<file path="src/rtl/calc_cmd_scheduler.sv">
// Command scheduler in front of the calculator core: a two-port round-robin arbiter
// feeds a FIFO, and an issue FSM drains it one command per core ready/busy/ready cycle.
module calc_cmd_scheduler #(
  parameter int unsigned DEPTH    = 8,
  parameter int unsigned TIMEOUT  = 255,
  parameter logic [3:0]  IDLE_CMD = 4'b1101
) (
  input  logic                   clock_i,
  input  logic                   reset_i,
  input  logic                   req0_valid_i,
  input  logic [3:0]             req0_cmd_i,
  output logic                   req0_ready_o,
  input  logic                   req1_valid_i,
  input  logic [3:0]             req1_cmd_i,
  output logic                   req1_ready_o,
  input  logic [1:0]             calc_status_i,
  output logic [3:0]             cmd_o,
  output logic                   cmd_valid_o,
  output logic [$clog2(DEPTH):0] fifo_count_o,
  output logic                   busy_o,
  output logic                   err_o
);
  localparam int unsigned AW = $clog2(DEPTH);
  localparam int unsigned CW = AW + 1;
  localparam int unsigned TW = $clog2(TIMEOUT + 1);
  localparam logic [CW-1:0] FULL_CNT = CW'(DEPTH);
  localparam logic [TW-1:0] TMO_CNT  = TW'(TIMEOUT);
  localparam logic [1:0] ST_ERR  = 2'b00;
  localparam logic [1:0] ST_BUSY = 2'b01;
  localparam logic [1:0] ST_RDY  = 2'b10;

  typedef enum logic [1:0] {
    S_IDLE       = 2'd0,
    S_ISSUE      = 2'd1,
    S_WAIT_READY = 2'd2,
    S_ERROR      = 2'd3
  } state_e;

  state_e        state_q, state_d;
  logic [3:0]    cmd_q, cmd_d;
  logic          cmd_valid_q, cmd_valid_d;
  logic [TW-1:0] timer_q, timer_d, timer_inc_s;
  logic [AW-1:0] wr_ptr_q, rd_ptr_q;
  logic [CW-1:0] count_q;
  logic [3:0]    mem_q [DEPTH];
  logic          last_q;
  logic          full_s, empty_s, err_s;
  logic          grant0_s, grant1_s, push_s, pop_s, err_entry_s;
  logic [3:0]    push_cmd_s;

  // Arbitration and push handshake; last_q == 1 means port 1 was served last.
  always_comb begin
    full_s       = (count_q == FULL_CNT);
    empty_s      = (count_q == {CW{1'b0}});
    err_s        = (state_q == S_ERROR);
    grant0_s     = req0_valid_i & (~req1_valid_i | last_q);
    grant1_s     = req1_valid_i & (~req0_valid_i | ~last_q);
    req0_ready_o = grant0_s & ~full_s & ~err_s & ~reset_i;
    req1_ready_o = grant1_s & ~full_s & ~err_s & ~reset_i;
    push_cmd_s   = grant1_s ? req1_cmd_i : req0_cmd_i;
    push_s       = ((req0_ready_o & req0_valid_i) | (req1_ready_o & req1_valid_i)) & ~err_entry_s;
  end

  // Issue FSM next-state, registered command outputs and handshake timer.
  always_comb begin
    state_d     = state_q;
    cmd_d       = cmd_q;
    cmd_valid_d = cmd_valid_q;
    timer_d     = timer_q;
    pop_s       = 1'b0;
    err_entry_s = 1'b0;
    timer_inc_s = (timer_q == TMO_CNT) ? timer_q : timer_q + TW'(1);
    case (state_q)
      S_IDLE: begin
        cmd_d       = IDLE_CMD;
        cmd_valid_d = 1'b0;
        if (calc_status_i == ST_ERR) begin
          err_entry_s = 1'b1;
        end else if (!empty_s && calc_status_i == ST_RDY) begin
          pop_s       = 1'b1;
          cmd_d       = mem_q[rd_ptr_q];
          cmd_valid_d = 1'b1;
          timer_d     = {TW{1'b0}};
          state_d     = S_ISSUE;
        end else begin
          state_d = S_IDLE;
        end
      end
      S_ISSUE: begin
        if (calc_status_i == ST_ERR) begin
          err_entry_s = 1'b1;
        end else if (calc_status_i == ST_BUSY) begin
          cmd_d       = IDLE_CMD;
          cmd_valid_d = 1'b0;
          timer_d     = {TW{1'b0}};
          state_d     = S_WAIT_READY;
        end else if (timer_inc_s == TMO_CNT) begin
          err_entry_s = 1'b1;
        end else begin
          timer_d = timer_inc_s;
        end
      end
      S_WAIT_READY: begin
        cmd_d       = IDLE_CMD;
        cmd_valid_d = 1'b0;
        if (calc_status_i == ST_ERR) begin
          err_entry_s = 1'b1;
        end else if (calc_status_i == ST_RDY) begin
          state_d = S_IDLE;
        end else if (timer_inc_s == TMO_CNT) begin
          err_entry_s = 1'b1;
        end else begin
          timer_d = timer_inc_s;
        end
      end
      S_ERROR: begin
        cmd_d       = IDLE_CMD;
        cmd_valid_d = 1'b0;
      end
      default: begin
        err_entry_s = 1'b1;
      end
    endcase
    // Error entry wins over any pop or state advance in the same cycle.
    if (err_entry_s) begin
      state_d     = S_ERROR;
      cmd_d       = IDLE_CMD;
      cmd_valid_d = 1'b0;
      timer_d     = {TW{1'b0}};
      pop_s       = 1'b0;
    end else begin
      timer_d = timer_d;
    end
  end

  // FSM state, command output and timer registers.
  always_ff @(posedge clock_i) begin
    if (reset_i) begin
      state_q     <= S_IDLE;
      cmd_q       <= IDLE_CMD;
      cmd_valid_q <= 1'b0;
      timer_q     <= {TW{1'b0}};
    end else begin
      state_q     <= state_d;
      cmd_q       <= cmd_d;
      cmd_valid_q <= cmd_valid_d;
      timer_q     <= timer_d;
    end
  end

  // FIFO pointers and occupancy; error entry flushes.
  always_ff @(posedge clock_i) begin
    if (reset_i || err_entry_s) begin
      wr_ptr_q <= {AW{1'b0}};
      rd_ptr_q <= {AW{1'b0}};
      count_q  <= {CW{1'b0}};
    end else begin
      if (push_s) wr_ptr_q <= wr_ptr_q + AW'(1);
      if (pop_s)  rd_ptr_q <= rd_ptr_q + AW'(1);
      case ({push_s, pop_s})
        2'b10:   count_q <= count_q + CW'(1);
        2'b01:   count_q <= count_q - CW'(1);
        default: count_q <= count_q;
      endcase
    end
  end

  // FIFO storage.
  always_ff @(posedge clock_i) begin
    if (push_s) mem_q[wr_ptr_q] <= push_cmd_s;
  end

  // Round-robin history, updated only on an accepted push.
  always_ff @(posedge clock_i) begin
    if (reset_i) begin
      last_q <= 1'b1;
    end else if (push_s) begin
      last_q <= grant1_s;
    end
  end

  assign cmd_o        = cmd_q;
  assign cmd_valid_o  = cmd_valid_q;
  assign fifo_count_o = count_q;
  assign busy_o       = (state_q != S_IDLE) | ~empty_s;
  assign err_o        = err_s;
endmodule

</file>
<file path="config.mk">
export PLATFORM = sky130hd
export DESIGN_NAME = calc_cmd_scheduler
export DESIGN_NICKNAME = d
export VERILOG_FILES = /design/src/rtl/calc_cmd_scheduler.sv
export SDC_FILE = /design/constraint.sdc
export NUM_CORES = 1
export LEC_CHECK = 0
export CAP_MARGIN = 20
export CORE_MARGIN = 2
export CORE_UTILIZATION = 60
export CTS_BUF_LIST = sky130_fd_sc_hd__clkbuf_4 sky130_fd_sc_hd__clkbuf_8 sky130_fd_sc_hd__clkbuf_16
export CTS_CLUSTER_DIAMETER = 120
export DETAILED_ROUTE_END_ITERATION = 8
export HOLD_SLACK_MARGIN = 0.15
export PLACE_DENSITY = 0.84
export SLEW_MARGIN = 0
export SYNTH_ARGS = -nofsm -noshare
export SYNTH_HDL_FRONTEND = slang
export SYNTH_SLANG_ARGS = --single-unit
</file>
<file path="constraint.sdc">
create_clock -name clock_i -period 6.1 [get_ports clock_i]
set_clock_uncertainty 0.15 [all_clocks]
set_input_delay 1.525 -clock clock_i [delete_from_list [all_inputs] [get_ports clock_i]]
set_output_delay 1.525 -clock clock_i [all_outputs]
set_load 0.005 [all_outputs]
</file>
* Yosys cells after proc, flatten, opt, wreduce, memory -nomap -nowiden
Memories as Yosys holds them, arrays and structs flattened. A register that Yosys moved wholly into a read port is not among the register bits.
Cells that the tools add are included.
** Word-level totals
- Memories :: 1
- Bits of input ports :: 14
- Output and inout bits :: 13
- Bits in registers :: 26
- Bits in writable memories :: 32
** Operators by class
- Reductions and logical operators :: 15
- Bitwise gates (word level) :: 23
- Mux-type cells :: 42
- Equal/unequal tests :: 21
- $add $sub $neg :: 5
** Memory list
- mem_q :: depth 8, width 4, read ports 1, clocked after memory_dff 1, wr ports 1, RTL line 45 : logic [3:0] mem_q [DEPTH];
** Operators with widths (number)
- $mux 8 :: 8
- $pmux 8 s3 :: 1
- $mux 4 :: 5
- $eq 8x8->1 const B :: 2
- $mux 1 :: 15
- $ne 3x3->1 const B :: 5
- $mux 2 :: 6
- $ne 2x2->1 const B :: 6
- $pmux 4 s3 :: 1
- $reduce_and 6->1 :: 2
- $and 1x1->1 :: 11
- $add 8x1->8 const B :: 1
- $eq 2x2->1 const B :: 4
- $not 1->1 :: 8
- $pmux 4 s2 :: 1
- $add 3x1->3 const B :: 2
- $eq 2x1->1 const B :: 3
- $mux 3 :: 2
- $pmux 1 s3 :: 2
- $pmux 2 s3 :: 1
- $add 4x1->4 const B :: 1
- $eq 4x4->1 const B :: 1
- $logic_not 2->1 :: 2
- $logic_not 4->1 :: 1
- other kinds (10) :: 15

* Logic depth before layout (Yosys ltp)
Gate-level depths: netlist of run 1.
- Depth in word-level cells :: 11
- Gate-level depth with buffers :: 16

* Worst setup path before layout of run 1
Ideal clock, no wire load.
- Path kind :: input to output
- From :: in req1_valid_i
- To :: out req1_ready_o
- Slack :: 2386 ps
- Arrival :: 2039 ps
- Stages on the path :: 2
- Required time :: 4425 ps
- Cell sequence :: a21boi_1 -> and2_1
** On the way
- Word-level cells in the longest chain between the ends :: 4
** RTL lines
- start: declaration :: RTL line 13 : input logic req1_valid_i,
- $and 1x1->1 :: RTL line 57 : grant1_s = req1_valid_i & (~req0_valid_i | ~last_q);
- $and 1x1->1 (3 in series) :: RTL line 59 : req1_ready_o = grant1_s & ~full_s & ~err_s & ~reset_i;
- end: declaration :: RTL line 15 : output logic req1_ready_o,
No other way between the ends.

* Final worst setup path of run 1
Same ends and word-level chain as after synthesis.

==> results of run 1 <==
[registers in the layout (all words and copies together), names as in the netlist, named ones only]
signal        count
wr_ptr_q          3
cmd_o             4
timer_q           8
rd_ptr_q          3
mem_q            32
fifo_count_o      4
last_q            1
cmd_valid_o       1
state_q           2
[metrics by stage]
step	utilization [%]	cells	cell area, um2	setup slack, ns
after global routing	73.6	361	3470	1.09
after floorplan	-	258	2930	2.39
after CTS	73.5	360	3470	1.16
final	73.6	361	3470	1.18
after detailed placement	68.8	344	3250	1.18
after global placement	68.8	344	3250	1.20
[cell families (layout without fill, tap and decap cells)]
logic type	after synthesis	in the layout
simple gates	89	89
mux	20	20
fa+ha+maj	10	10
buf+inv	14	50
compound gates	54	54
flops	61	61
xor+xnor	10	10
[worst max path at each step]
stage / start / endpoint / slack, ns / cells past startpoint
final: req1_valid_i / req1_ready_o / 1.18 / 4
after CTS: req1_valid_i / req1_ready_o / 1.16 / 4
after floorplan: req1_valid_i / req1_ready_o / 2.39 / 2
after global routing: req1_valid_i / req1_ready_o / 1.09 / 4
after detailed placement: req1_valid_i / req1_ready_o / 1.18 / 4
after global placement: req1_valid_i / req1_ready_o / 1.20 / 4
[synth_stat cells (6+ instances only)]
library cell / number / area (um2)
sky130_fd_sc_hd__a21oi_1: 18 / 90.1
sky130_fd_sc_hd__dfxtp_1: 29 / 581
sky130_fd_sc_hd__inv_1: 6 / 22.5
sky130_fd_sc_hd__mux2_2: 8 / 90.1
sky130_fd_sc_hd__nor2_1: 25 / 93.8
sky130_fd_sc_hd__nand3_1: 6 / 30.0
sky130_fd_sc_hd__nand2b_1: 8 / 50.1
sky130_fd_sc_hd__edfxtp_1: 32 / 961
sky130_fd_sc_hd__nor3_1: 13 / 65.1
sky130_fd_sc_hd__xor2_1: 6 / 52.6
sky130_fd_sc_hd__ha_1: 10 / 125
sky130_fd_sc_hd__o22ai_1: 6 / 37.5
sky130_fd_sc_hd__nand2_1: 14 / 52.6
sky130_fd_sc_hd__mux4_2: 8 / 180
[power by group]
group / leakage [nW] / switching, mW / total (mW) / internal (mW)
Combinational: 0.561 / 0.172 / 0.322 / 0.149
Sequential: 0.524 / 0.0423 / 0.510 / 0.468
Clock: 0.111 / 0.153 / 0.396 / 0.243
[worst reg2reg max path, stage by stage, from the launching register on]
cell,delay (ns)
sky130_fd_sc_hd__dfxtp_1,0.42
sky130_fd_sc_hd__ha_1,0.32
sky130_fd_sc_hd__nand4_1,0.18
sky130_fd_sc_hd__o211ai_1,0.23
sky130_fd_sc_hd__xnor2_1,0.14
sky130_fd_sc_hd__a31oi_1,0.72
sky130_fd_sc_hd__nand2_1,0.24
sky130_fd_sc_hd__ha_1,0.35
sky130_fd_sc_hd__xor2_1,0.16
sky130_fd_sc_hd__ha_1,0.18
sky130_fd_sc_hd__a21oi_1,0.15
sky130_fd_sc_hd__xor2_1,0.15
sky130_fd_sc_hd__nor2_1,0.06
sky130_fd_sc_hd__xnor2_1,0.13
sky130_fd_sc_hd__nor2_1,0.05
[final cells by class]
cell class                      count  area (um2)
Fill cell                         308        1250
Inverter                            6        22.5
Clock inverter                      4        72.6
Timing Repair Buffer               28         273
Sequential cell                    61        1540
Tap cell                           67        83.8
Multi-Input combinational cell    183        1340
Clock buffer                       12         146
[placed cells by master, fill, tap and decap left out, types with 3 or more instances in the layout]
cell                               n
sky130_fd_sc_hd__a21oi_1          18
sky130_fd_sc_hd__a31oi_1           3
sky130_fd_sc_hd__and3_1            5
sky130_fd_sc_hd__clkbuf_4          3
sky130_fd_sc_hd__clkbuf_8          9
sky130_fd_sc_hd__clkdlybuf4s50_1  26
sky130_fd_sc_hd__dfxtp_1          29
sky130_fd_sc_hd__edfxtp_1         32
sky130_fd_sc_hd__ha_1             10
sky130_fd_sc_hd__inv_1             6
sky130_fd_sc_hd__mux2_2            8
sky130_fd_sc_hd__mux2i_1           4
sky130_fd_sc_hd__mux4_2            8
sky130_fd_sc_hd__nand2_1          14
sky130_fd_sc_hd__nand2b_1          8
sky130_fd_sc_hd__nand3_1           6
sky130_fd_sc_hd__nor2_1           25
sky130_fd_sc_hd__nor2b_1           3
sky130_fd_sc_hd__nor3_1           13
sky130_fd_sc_hd__o21a_1            4
sky130_fd_sc_hd__o21ai_0           4
sky130_fd_sc_hd__o22ai_1           6
sky130_fd_sc_hd__xnor2_1           4
sky130_fd_sc_hd__xor2_1            6
[metal layers]
metal | share of wire [%] | wire (um)
met2 | 47 | 2670
met4 | 2.2 | 124
met5 | 0 | 0
met1 | 46 | 2620
met3 | 5.4 | 311
==> results.ini, run 1 <==
[run_status]
outcome = complete, no violations

[synthesis]
postSynthAreaPerCell_um2 = 11.4
synth-compound-area-share_pct = 12.0
synth_cell_type_count = 50
synth-adder-area-share_pct = 4.26
synth-seq-area-share_pct = 52.5
synthFlopType = sky130_fd_sc_hd__edfxtp_1
yosys_register_bits = 61
mappedNetlistArea_mm2 = 0.00293
synth_top_family_by_area = simple AND/OR/NAND/NOR gates
postSynthCellCount = 258
synth_async_sr_flop_share_pct = 0
synthesis.yosys.warnings = 0
post_synth_mux_area_share_pct = 10.6
synth_xor_xnor_area_share_pct = 2.99
synth_fp_nets = 282
synthSimpleGateAreaFrac_pct = 15.7
synth_enable_flop_cells = 32

[worst_setup_path]
rr_startpoint = timer_q[0]
critical_path.top_delay_family = buffers and inverters
timing.critical_path.arrival_ns = 3.25
highest_net_fanout_along_the_worst_path = 6
timing.critical_path.from_type = input port
critical_path.most_common_cell = sky130_fd_sc_hd__clkdlybuf4s50_1
required_time_of_the_critical_path_ns = 4.43
timing.rr.end = fifo_count_o[2]
criticalPathCategory = in -> out
reg2reg_slack_ns = 2.36
worst-r2r-cell-count = 14
worst_path_largest_cell_delay_ns = 0.52
timing.critical_path.cells = clkdlybuf4s50_1 -> a21boi_1 -> and2_1 -> clkdlybuf4s50_1
crit_path_top_delay_cell = sky130_fd_sc_hd__a21boi_1
setup.worst_path.end_class = output port
crit_buf_inv = 2

[timing]
max_slew_margin_pct = 39.7
finalCriticalPeriod_ns = 4.92
timing_max_transition_violations_final = 0
grt_setup_unrepaired = no
report.final.hold_viol_count = 0
fin_hold_ws_ns = 0.348
fin_tns_setup_ns = 0
timing.final.setup_violations = 0
tightestPinTransition_ns = 0.901
highest_clock_rate_mhz = 203
fin_crit_sh_pct = 80.7

[place]
finalWeightedCongestion = 0.899
port_buffers = 26
hpwlAfterDp_um = 4010

[detailed_routing]
avgViaCountPerCell = 5.90
routedWlPerCell_um = 15.9
ant_nets = 0
drt-initial-drc-count = 108
drt-pass1-iter-count = 4
vias = 2131
finalWirelength_um = 5730
drc = 0

[global_route]
gr-usage-met3_pct = 6.78
grt_max_degree = 21
antenna_found_initial = 0
globalRouteTotalUtil_pct = 24.2
global_route.usage.met2_pct = 36.3
first_global_vias = 2053
global_route.usage.met1_pct = 32.9
grt_remaining_overflow = 0
grt_pass1_wl_um = 9710
grt_busiest_layer = met2

[cts]
clk_latency_ns = 0.34
cts-root-to-sink-buffers = 2
cts_repair_resize_count = 0
cts_tree = built
clk_pin_slew_worst_paths_ns = 0.07
clock_sink_count = 61
postCtsSetupRepairBufs = 0
cts_buffers = 9
ctsRootBufferMaster = sky130_fd_sc_hd__clkbuf_8
cts_hold_buffers = 0
ctsHtreeMaxLevel = 3

[run]
drv.max_cap_violation_count = 0

[die]
die_w_um = 73.9
die_height_um = 73.9
fp-row-count = 25
io_pins = 27
die-area_mm2 = 0.00547
coreArea_mm2 = 0.00472
starting_density_of_the_core_pct = 62.1

[power]
peakVddDrop_uv = 213
power.static_leakage_nw = 1.20
post-layout-total-power_mw = 1.23
power_per_cell_area_mw_per_mm2 = 354

[hold_path]
min_delay_worst_endpoint = cmd_o[2]
hold_path.class = reg -> reg
worstHoldStart = cmd_o[2]
number_of_cells_on_the_worst_hold_path = 2

[finish]
drive_above_1_share_pct = 13.3
finish.net_count = 313
area_growth_pct = 18.4
antenna-diode-count = 0

Power figures use the tool's default switching activity.
==> inputs of run 2 (changes only) <==
CORE_UTILIZATION = 57   (was 60)
PLACE_DENSITY = 0.8   (was 0.84)
clock period = 5.1 ns   (was 6.1 ns; I/O delays follow)
==> results.ini, run 2 (same netlist as run 1, synthesis figures left out) <==
[run_status]
outcome = complete, no violations

[worst_setup_path]
timing.critical_path.arrival_ns = 2.84  ; -0.41 ns
rr_startpoint = timer_q[0]
highest_net_fanout_along_the_worst_path = 5  ; -1
crit_path_top_delay_cell = sky130_fd_sc_hd__clkdlybuf4s50_1
timing.critical_path.cells = clkdlybuf4s50_1 -> a211oi_1 -> and3_1 -> clkdlybuf4s50_1
timing.critical_path.from_type = input port
required_time_of_the_critical_path_ns = 3.67  ; -0.76 ns
timing.rr.end = fifo_count_o[2]
setup.worst_path.end_class = output port
critical_path.top_delay_family = buffers and inverters
worst-r2r-cell-count = 14  ; unchanged
criticalPathCategory = in -> out
reg2reg_slack_ns = 1.31  ; -1.05 ns
crit_buf_inv = 2  ; unchanged
worst_path_largest_cell_delay_ns = 0.49  ; -0.03 ns
critical_path.most_common_cell = sky130_fd_sc_hd__clkdlybuf4s50_1

[timing]
timing.final.setup_violations = 0  ; unchanged
tightestPinTransition_ns = 1.04  ; +0.135 ns
timing_max_transition_violations_final = 0  ; unchanged
grt_setup_unrepaired = no
highest_clock_rate_mhz = 235
max_slew_margin_pct = 30.3  ; -9.3 points
worst_slack_ns = 0.837  ; -0.343 ns
fin_tns_setup_ns = 0  ; unchanged
fin_crit_sh_pct = 83.6
report.final.hold_viol_count = 0  ; unchanged
finalCriticalPeriod_ns = 4.26

[finish]
finish.net_count = 313  ; unchanged
drive_above_1_share_pct = 13.3  ; unchanged
fillCellCount = 374  ; +21%
max_flop_register = mem_q
most_common_cell_after_layout_fill_and_taps_aside = sky130_fd_sc_hd__edfxtp_1
multiInputGateArea_mm2 = 0.00134  ; unchanged
antenna-diode-count = 0  ; unchanged
sequential_cell_area_mm2 = 0.00154  ; unchanged
layout.core_utilization_pct = 68.7  ; -4.9 points
area_growth_pct = 18.1
leading_cell_types_in_the_layout_fill_and_taps_excluded = sky130_fd_sc_hd__edfxtp_1, sky130_fd_sc_hd__dfxtp_1, sky130_fd_sc_hd__clkdlybuf4s50_1
largest_register_ff_count = 32  ; unchanged
layout_top_registers = mem_q (32), timer_q (8)

[power]
net_switching_uw = 440  ; +20%
power.static_leakage_nw = 1.19  ; -0.91%
peakVddDrop_uv = 271  ; +27%
share_comb_of_total_power_pct = 26.7  ; +0.5 points
power_frac_seq_pct = 42.9  ; +1.3 points
post-layout-total-power_mw = 1.43  ; +16%
cell_internal_pwr_uw = 986  ; +15%
power_per_cell_area_mw_per_mm2 = 412  ; +16%
clockPowerShare_pct = 30.4  ; -1.9 points
swShare_pct = 30.8  ; +0.89 points

[place]
hpwlAfterDp_um = 4040  ; +0.70%
port_buffers = 26  ; unchanged
finalWeightedCongestion = 0.831  ; -7.5%
placement.setup.worst_slack_ns = 0.543  ; -0.640 ns

[cts]
clk_pin_slew_worst_paths_ns = 0.07  ; about the same
cts-root-to-sink-buffers = 2  ; unchanged
ctsHtreeMaxLevel = 3  ; unchanged
clock_sink_count = 61  ; unchanged
cts_tree = built
cts_hold_buffers = 0  ; unchanged
clk_latency_ns = 0.34  ; about the same
ctsRootBufferMaster = sky130_fd_sc_hd__clkbuf_8
cts_buffers = 9  ; unchanged
cts_repair_resize_count = 0  ; unchanged
postCtsSetupRepairBufs = 0  ; unchanged

[hold_path]
hold_path.class = reg -> reg
min_delay_worst_endpoint = cmd_o[2]
number_of_cells_on_the_worst_hold_path = 2  ; unchanged
worstHoldStart = cmd_o[2]

[detailed_routing]
avgViaCountPerCell = 5.95  ; +0.76%
vias = 2165  ; +1.6%
drt-pass1-iter-count = 4  ; unchanged
finalWirelength_um = 5780  ; +0.96%
drc = 0  ; unchanged
drt-initial-drc-count = 159  ; +47%
routedWlPerCell_um = 15.9  ; +0.13%
ant_nets = 0  ; unchanged

[die]
die-area_mm2 = 0.00574  ; +5.0%
die_height_um = 75.7  ; +2.5%
starting_density_of_the_core_pct = 58.2  ; -3.9 points
io_pins = 27  ; unchanged
coreArea_mm2 = 0.00504  ; +6.8%
die_w_um = 75.7  ; +2.5%
fp-row-count = 26  ; +4.0%

[global_route]
first_global_vias = 1988  ; -3.2%
antenna_found_initial = 0  ; unchanged
grt_pass1_wl_um = 9270  ; -4.5%
globalRouteTotalUtil_pct = 22.1  ; -2.1 points
grt_max_degree = 21  ; unchanged
grt_remaining_overflow = 0  ; unchanged

[run]
drv.max_cap_violation_count = 0  ; unchanged

==> run 2: area by class of cell <==
class                           count  area share, %
Clock inverter                      4           1.44
Multi-Input combinational cell    183           38.5
Inverter                            6          0.650
Clock buffer                       12           4.41
Tap cell                           70           2.53
Sequential cell                    61           44.5
Timing Repair Buffer               28           7.95
==> run 2: power groups by stage <==
| stage | logic (mW) | registers [mW] | clock network (mW) |
|---|---|---|---|
| 6_report | 0.381 | 0.611 | 0.434 |
| 2_1_floorplan | 0.281 | 0.603 | 0 |
| 5_1_grt | 0.427 | 0.617 | 0.459 |
| 4_1_cts | 0.381 | 0.611 | 0.441 |
| 3_5_place_dp | 0.378 | 0.621 | 0 |
| 3_3_place_gp | 0.368 | 0.619 | 0 |
==> run 2: worst max-delay path by stage <==
stage | from | endpoint | cells past startpoint
after CTS | reset_i | req0_ready_o | 4
final | reset_i | req0_ready_o | 4
after detailed placement | calc_status_i[1] | fifo_count_o[2] | 13
after global placement | calc_status_i[1] | fifo_count_o[2] | 13
after floorplan | calc_status_i[0] | fifo_count_o[2] | 13
after global routing | calc_status_i[1] | fifo_count_o[2] | 13
==> run 2: metrics by stage <==
stage,hold slack [ns],instances,instance area (um2)
floorplan,0.299,258,2930
global placement,0.317,348,3260
detailed placement,0.341,348,3260
CTS,0.350,364,3460
global route,0.356,364,3460
finish,0.351,364,3460
==> run 2: worst min-delay path, stage by stage, from the launching register on <==
cell	delay, ns
sky130_fd_sc_hd__dfxtp_1	0.33
sky130_fd_sc_hd__o22ai_1	0.09
sky130_fd_sc_hd__nand2b_1	0.06
==> run 2: layer usage <==
metal  vias up  part of all wire [%]  global-route usage (%)
met5         -                     0                       0
li1       1029                     -                       -
met3         7                   5.8                    7.67
met4         0                   1.2                    8.77
met2        72                    49                    35.0
met1      1057                    45                    28.0
